## config.mk

```make
export PLATFORM = sky130hd
export DESIGN_NAME = aes_cbc_ctrl_flat
export DESIGN_NICKNAME = d
export VERILOG_FILES = /design/src/rtl/aes_cbc_if.sv /design/src/rtl/aes_cbc_ctrl.sv /design/src/flat_wrapper.sv
export SDC_FILE = /design/constraint.sdc
export NUM_CORES = 2
export LEC_CHECK = 0
export ABC_AREA = 1
export BUFFER_PORTS_ARGS = -buffer_cell sky130_fd_sc_hd__buf_2
export CORE_AREA = 4 4 449 451
export CTS_BUF_LIST = sky130_fd_sc_hd__clkbuf_2
export CTS_CLUSTER_SIZE = 14
export DETAILED_ROUTE_END_ITERATION = 7
export DIE_AREA = 0 0 453 455
export GPL_TIMING_DRIVEN = 0
export HOLD_SLACK_MARGIN = 0.03
export PLACE_DENSITY_LB_ADDON = 0.1
export SETUP_SLACK_MARGIN = 0.02
export SYNTH_ARGS = -nofsm -noshare
export SYNTH_HDL_FRONTEND = slang
export SYNTH_SLANG_ARGS = --single-unit
```

## constraint.sdc

```tcl
create_clock -name clk -period 2 [get_ports clk]
set_input_delay 0 -clock clk [delete_from_list [all_inputs] [get_ports clk]]
set_output_delay 0 -clock clk [all_outputs]
set_load 0.01 [all_outputs]
```

## src/rtl/aes_cbc_if.sv

```systemverilog
// Valid/ready block streams between the CBC controller and its producer/consumer.
// The controller takes the slave side; the environment takes the master side.
interface aes_cbc_ctrl_if;
  logic         in_valid;
  logic         in_ready;
  logic [127:0] in_data;
  logic         out_valid;
  logic         out_ready;
  logic [127:0] out_data;

  modport master (
    output in_valid, in_data, out_ready,
    input  in_ready, out_valid, out_data
  );

  modport slave (
    input  in_valid, in_data, out_ready,
    output in_ready, out_valid, out_data
  );
endinterface

```

## src/rtl/aes_cbc_ctrl.sv

```systemverilog
// ECB/CBC chaining front-end for aes_core_gen: one block in flight, pulses the
// core's start, waits for done (with timeout) and presents the result downstream.
module aes_cbc_ctrl #(
  parameter int START_CYCLES = 2,
  parameter int TIMEOUT      = 1024
) (
  input  logic          clk,
  input  logic          reset_n,
  input  logic          cfg_load,
  input  logic          cfg_enc_dec,
  input  logic          cfg_chain_en,
  input  logic [1:0]    cfg_mode,
  input  logic [255:0]  cfg_key,
  input  logic [127:0]  iv,
  aes_cbc_ctrl_if.slave strm,
  output logic          busy,
  output logic          err,
  output logic          core_start,
  output logic          core_enc_dec,
  output logic [1:0]    core_mode,
  output logic [255:0]  core_key,
  output logic [127:0]  core_data_in,
  input  logic [127:0]  core_data_out,
  input  logic          core_done
);

  localparam int SCW = $clog2(START_CYCLES + 1);
  localparam int TCW = $clog2(TIMEOUT + 1);

  localparam logic [1:0] S_IDLE  = 2'd0;
  localparam logic [1:0] S_START = 2'd1;
  localparam logic [1:0] S_WAIT  = 2'd2;
  localparam logic [1:0] S_OUT   = 2'd3;

  logic [1:0]     state;
  logic [SCW-1:0] start_cnt;
  logic [TCW-1:0] wait_cnt;
  logic           chain_en;
  logic [127:0]   chain;
  logic [127:0]   next_chain;
  logic [127:0]   out_data_q;
  logic           accept;
  logic           done_ok;

  // Outputs decode straight from state, so they fall the instant reset_n asserts.
  assign busy          = (state != S_IDLE);
  assign core_start    = (state == S_START);
  assign strm.in_ready = reset_n && (state == S_IDLE) && !cfg_load;
  assign strm.out_valid = (state == S_OUT);
  assign strm.out_data  = out_data_q;

  assign accept  = strm.in_valid && strm.in_ready;
  // The first WAIT cycle may still see the previous block's done level.
  assign done_ok = core_done && (wait_cnt != '0);

  // NOTE: every register here uses <= so all flops update from pre-edge values;
  // the 128/256-bit data registers are reset too because their reset value is visible.
  always_ff @(posedge clk or negedge reset_n) begin
    if (!reset_n) begin
      state        <= S_IDLE;
      start_cnt    <= '0;
      wait_cnt     <= '0;
      err          <= 1'b0;
      core_enc_dec <= 1'b0;
      core_mode    <= '0;
      core_key     <= '0;
      chain_en     <= 1'b0;
      chain        <= '0;
      next_chain   <= '0;
      core_data_in <= '0;
      out_data_q   <= '0;
    end else begin
      case (state)
        S_IDLE: begin
          if (cfg_load) begin
            core_enc_dec <= cfg_enc_dec;
            chain_en     <= cfg_chain_en;
            core_mode    <= cfg_mode;
            core_key     <= cfg_key;
            chain        <= iv;
            err          <= 1'b0;
          end else if (accept) begin
            core_data_in <= (chain_en && !core_enc_dec) ? (strm.in_data ^ chain) : strm.in_data;
            next_chain   <= strm.in_data;
            start_cnt    <= '0;
            state        <= S_START;
          end
        end
        S_START: begin
          if (start_cnt == SCW'(START_CYCLES - 1)) begin
            wait_cnt <= '0;
            state    <= S_WAIT;
          end else begin
            start_cnt <= start_cnt + SCW'(1);
          end
        end
        S_WAIT: begin
          wait_cnt <= wait_cnt + TCW'(1);
          if (done_ok) begin
            out_data_q <= (chain_en && core_enc_dec) ? (core_data_out ^ chain) : core_data_out;
            if (chain_en) chain <= core_enc_dec ? next_chain : core_data_out;
            state <= S_OUT;
          end else if (wait_cnt == TCW'(TIMEOUT - 1)) begin
            err   <= 1'b1;
            state <= S_IDLE;
          end
        end
        S_OUT: begin
          if (strm.out_ready) state <= S_IDLE;
        end
        default: state <= S_IDLE;
      endcase
    end
  end

endmodule

```

## src/flat_wrapper.sv

```systemverilog
// flat-port wrapper written by rule: the top's interface ports become plain ports
module aes_cbc_ctrl_flat 
#(
  parameter int START_CYCLES = 2,
  parameter int TIMEOUT      = 1024
)
  (clk, reset_n, cfg_load, cfg_enc_dec, cfg_chain_en, cfg_mode, cfg_key, iv, busy, err, core_start, core_enc_dec, core_mode, core_key, core_data_in, core_data_out, core_done, strm_in_valid, strm_in_data, strm_out_ready, strm_in_ready, strm_out_valid, strm_out_data);
  aes_cbc_ctrl_if strm_i ();
  input  logic clk;
  input  logic reset_n;
  input  logic cfg_load;
  input  logic cfg_enc_dec;
  input  logic cfg_chain_en;
  input  logic [1:0] cfg_mode;
  input  logic [255:0] cfg_key;
  input  logic [127:0] iv;
  output logic busy;
  output logic err;
  output logic core_start;
  output logic core_enc_dec;
  output logic [1:0] core_mode;
  output logic [255:0] core_key;
  output logic [127:0] core_data_in;
  input  logic [127:0] core_data_out;
  input  logic core_done;
  input wire logic [$bits(strm_i.in_valid)-1:0] strm_in_valid;
  input wire logic [$bits(strm_i.in_data)-1:0] strm_in_data;
  input wire logic [$bits(strm_i.out_ready)-1:0] strm_out_ready;
  output wire logic [$bits(strm_i.in_ready)-1:0] strm_in_ready;
  output wire logic [$bits(strm_i.out_valid)-1:0] strm_out_valid;
  output wire logic [$bits(strm_i.out_data)-1:0] strm_out_data;
  assign strm_i.in_valid = strm_in_valid;
  assign strm_i.in_data = strm_in_data;
  assign strm_i.out_ready = strm_out_ready;
  assign strm_in_ready = strm_i.in_ready;
  assign strm_out_valid = strm_i.out_valid;
  assign strm_out_data = strm_i.out_data;
  aes_cbc_ctrl #(.START_CYCLES(START_CYCLES), .TIMEOUT(TIMEOUT)) u_core (.clk(clk), .reset_n(reset_n), .cfg_load(cfg_load), .cfg_enc_dec(cfg_enc_dec), .cfg_chain_en(cfg_chain_en), .cfg_mode(cfg_mode), .cfg_key(cfg_key), .iv(iv), .strm(strm_i), .busy(busy), .err(err), .core_start(core_start), .core_enc_dec(core_enc_dec), .core_mode(core_mode), .core_key(core_key), .core_data_in(core_data_in), .core_data_out(core_data_out), .core_done(core_done));
endmodule
```

==> results.cfg, run 1 <==
[run_status]
status = stopped before the end
haltStage = 4_1_cts
error_line = [ERROR RSZ-0060] Max buffer count reached.

[die]
num_io_pins = 1170
die_x_um = 453
num_rows = 163
start_util_pct = 18.27
die_y_um = 455

[clock_network]
htreeDepth = 5
cts_setup_buffers = 27
clock-root-buffer = clkbuf_2
cts_resized = 226
hold_buffers = 1715
clkSinkCount = 788
cts_buffers = 274
clock_path_buffers = 4

[logic_synthesis]
syn_area_um2 = 36030
synth_fp_nets = 4956
syn_area_per_cell_um2 = 8.373
ys_seq_area_share_pct = 54.73
netlist_instances = 4303
synth_warnings = 0
synth_cell_types = 30
synth_seq_cells = 788

[placed_design]
place_ws_ns = -2.167
dpl.hpwl_um = 159700
io_buffers = 1169
place_congestion = 0.8182
==> cell families after synthesis <==
family                     synth area share, %
buffers and inverters                    4.869
AOI/OAI and AO/OA                        7.515
DFF                                      54.73
and+or+nand+nor                          26.46
muxes                                  0.05557
xor gates and xnor gates                 6.272
adders and majority gates               0.1042
==> Yosys cell counts, drive strengths merged <==
cell type	instances	area, um2
a22oi	1	7.510
buf	250	1424
a21oi	4	20.02
o22ai	2	12.51
inv	33	123.9
o21ai	524	2623
a31o	1	8.760
ha	3	37.54
xnor2	2	17.52
a31oi	1	6.260
xor2	256	2242
nand2	1904	7147
a21boi	1	7.510
nand4	131	834.6
nand3	195	980.9
dfrtp	788	19720
mux2i	2	20.02
o211ai	2	15.01
clkbuf	55	206.5
o21bai	1	7.510
nor2	147	569.3
==> per-stage QoR <==
stage / TNS, ns / area, um2 / instances / util (%)
floorplan: 0 / 36030 / 4303 / -
global placement: - / 45180 / 8112 / 22.91
detailed placement: -828.62 / 45440 / 8121 / 23.04
==> inputs of run 2 (changes only) <==
==> config.mk (replaced) <==
export PLATFORM = sky130hd
export DESIGN_NAME = aes_cbc_ctrl_flat
export DESIGN_NICKNAME = d
export VERILOG_FILES = /design/src/rtl/aes_cbc_if.sv /design/src/rtl/aes_cbc_ctrl.sv /design/src/flat_wrapper.sv
export SDC_FILE = /design/constraint.sdc
export NUM_CORES = 2
export LEC_CHECK = 0
export ABC_AREA = 1
export BUFFER_PORTS_ARGS = -buffer_cell sky130_fd_sc_hd__buf_2
export CORE_AREA = 4 4 459 461
export DETAILED_ROUTE_END_ITERATION = 7
export DIE_AREA = 0 0 463 465
export GPL_TIMING_DRIVEN = 0
export PLACE_DENSITY_LB_ADDON = 0.15
export SYNTH_ARGS = -nofsm -noshare
export SYNTH_HDL_FRONTEND = slang
export SYNTH_SLANG_ARGS = --single-unit
==> results.cfg, run 2 <==
[clock_network]
clkSinkCount = 788
clock_path_buffers = 3
clock-root-buffer = clkbuf_16
cts_buffers = 104
clk_latency_ns = 0.75
htreeDepth = 3
clk_pin_slew_worst_paths_ns = 0.06
cts_tree = yes

[global_route]
gr-usage-met1_pct = 23.53
grt_use_met3_pct = 4.290
use_met2_pct = 35.24
grt_max_degree = 106
grt_overflow = 0
antenna_found_initial = 71
grt_pass1_vias = 41148
grt-busiest-layer = met2
grt_pass1_wl_um = 316300
grt_util_all_layers_pct = 20.46

[placed_design]
dpl_cell_area_um2 = 45490
io_buffers = 1169
place_ws_ns = -2.115
numPlacedInstances = 8184
dpl.hpwl_um = 173200
place_congestion = 0.8584

[timing]
maxSlewHeadroom_pct = 28.12
tns_ns = 0
setup_slack_ns = 0.03764
skew_ns = 0.03968
finalSetupViolations = 0
hold_viol = 132
timing.final.crit_period_ns = 1.962
clock.fmax_mhz = 509.6
period_share_pct = 98.12
tightestPinTransition_ns = 1.075
slew_violations = 0
whs_ns = -0.5217
rsz0062_at_grt = true

[die]
dieArea_um2 = 215300
num_io_pins = 1170
core_area_um2 = 206400
die_y_um = 465
start_util_pct = 17.45
num_rows = 167
die_x_um = 463

[logic_synthesis]
synthArstFlopShare_pct = 100.0
synth_seq_cells = 788
synth-simple-area-share_pct = 26.46
synth_top_family_by_area = simple AND/OR/NAND/NOR gates
synth_fa_ha_area_share_pct = 0.1042
ys.flop_type = dfrtp_1
synth_cell_types = 30
syn_area_um2 = 36030
yosysMostFrequentCell = nand2_1
synth_top_area_share_pct = 54.73
muxShareOfSynthArea_pct = 0.05556
ys_seq_area_share_pct = 54.73
synth_fp_nets = 4956
synth_warnings = 0
syn_area_per_cell_um2 = 8.373
yosysTopAreaCell = dfrtp_1
synth_edf_count = 0
synth_xor_area_share_pct = 6.272
synth.area.top_cells = dfrtp_1 (55%), nand2_1 (20%), o21ai_0 (6.4%), xor2_1 (6.2%), nand3_1 (2.7%)
synth_common_cells = nand2_1 (1904), dfrtp_1 (788), o21ai_0 (462)
synth-compound-area-share_pct = 7.515
netlist_instances = 4303

[critical_path]
rr_startpoint = u_core.core_enc_dec
cp-start-kind = flop
cp.required_ns = 2.61
timing.rr.end = u_core.core_data_in[61]
crit_fanout = 10
critPathSlowestCell = dfrtp_1
r2r_slack_ns = 0.04
endpoint = u_core.core_data_in[61]
reg2reg_depth = 9
cpPeakStageDelay_ns = 0.40
cp-end-kind = flop
worstSetupPathType = reg2reg
cp-startpoint = u_core.core_enc_dec
worstPathCellList = buf_12 > buf_16 > nor2_4 > buf_4 > buf_12 > buf_4 > nand2_1 > xor2_1 > o21ai_0
crit_arrival_ns = 2.57

[route]
route.detailed.drc = 0
ant_nets = 0
drt_wl_total_um = 230000
drt-pass1-iter-count = 5
drt-vias-per-instance = 4.171
wl_per_cell_um = 24.49
num_vias = 39173
drt-initial-drc-count = 2366

[cells_and_area]
final_common_cell = nand2_1
top_register = u_core.core_key
final_cells = 9392
area_growth_pct = 68.66
nNetsFinal = 7230
final_area_um2 = 60770
final_cell_mix = nand2_1 (1892), buf_2 (1242), dlygate4sd3_1 (942), dfrtp_1 (786), o21ai_0 (443)
largest_reg_flops = 256
drive_above_1_share_pct = 26.06

[run_status]
violations = hold timing
status = finished with violations

[power_and_ir_drop]
p_leak_nw = 30.24
p_per_area_nw_per_um2 = 1433
max-vdd-ir-drop_v = 0.0006925

[job]
maxCapViolations = 0

[worst_hold_path]
min_path_type = in2async
-- run 2: cell counts after synthesis --
No cell type changed its count.
-- run 2: final cells by class --
type / instances / area (um2)
antenna: 31 / 77.57
clock buffer: 146 / 3040
sequential: 788 / 19720
inverter: 33 / 170.2
multi-input combinational: 3177 / 14780
fill: 22393 / 145700
tap: 2704 / 3383
clock inverter: 40 / 520.5
buffer: 302 / 2605
timing repair buffer: 2171 / 16470
-- run 2: how the worst min path moves through the flow --
stage	from	end	slack (ns)	cells past startpoint
2_1_floorplan	reset_n	u_core.chain[0]	-0.30	0
3_3_place_gp	cfg_key[112]	u_core.core_key[112]	0.20	3
3_5_place_dp	reset_n	u_core.core_data_in[89]	0.007	1
4_1_cts	reset_n	u_core.core_data_in[89]	-0.85	2
5_1_grt	reset_n	u_core.strm.out_data[93]	-0.55	4
6_report	reset_n	u_core.core_data_in[93]	-0.52	4
-- run 2: cells by family (layout without fill, tap and decap cells) --
family,after synthesis,count (layout)
buffers and inverters,338,2692
flip-flops,788,788
XOR/XNOR,258,258
AO/OA/AOI/OAI,537,537
AND/OR/NAND/NOR,2377,2377
adder cells (fa/ha/maj),3,3
multiplexers,2,2
other,0,31
-- run 2: critical path: cells and delay by family (launching register included) --
family | cells | cell delay (ns)
simple gates | 2 | 0.20
xor+xnor | 1 | 0.26
compound gates | 1 | 0.12
buf+inv | 5 | 0.82
flops | 1 | 0.40
-- run 2: metal layers --
layer | part of all wire [%] | wire [um]
met1 | 39 | 90450
met2 | 48 | 111200
met3 | 5.6 | 12890
met4 | 6.7 | 15350
met5 | 0.068 | 157
-- run 2: where the power goes --
part / internal [mW] / total (mW) / switching (mW)
clock: 11.8 / 20.1 / 8.21
sequential: 23.7 / 28.6 / 4.91
combinational: 14.0 / 38.4 / 24.4
-- run 2: repair_timing --
item / CTS / global route
cloned: 6 / 8
pin swaps: 9 / 13
endpoints found under the setup margin: 784 / 598
hold endpoints to repair: 1016 / 236
hold buffers: 937 / 13
setup buffers: 19 / 12
gates resized for setup: 241 / 197
-- run 2: stage by stage --
step,power (mW),util [%]
after floorplan,44.92,-
after global placement,63.87,21.93
after detailed placement,63.98,22.04
after CTS,87.83,28.90
after global routing,92.99,29.42
final,87.10,29.44
(Power assumes the default switching activity.)
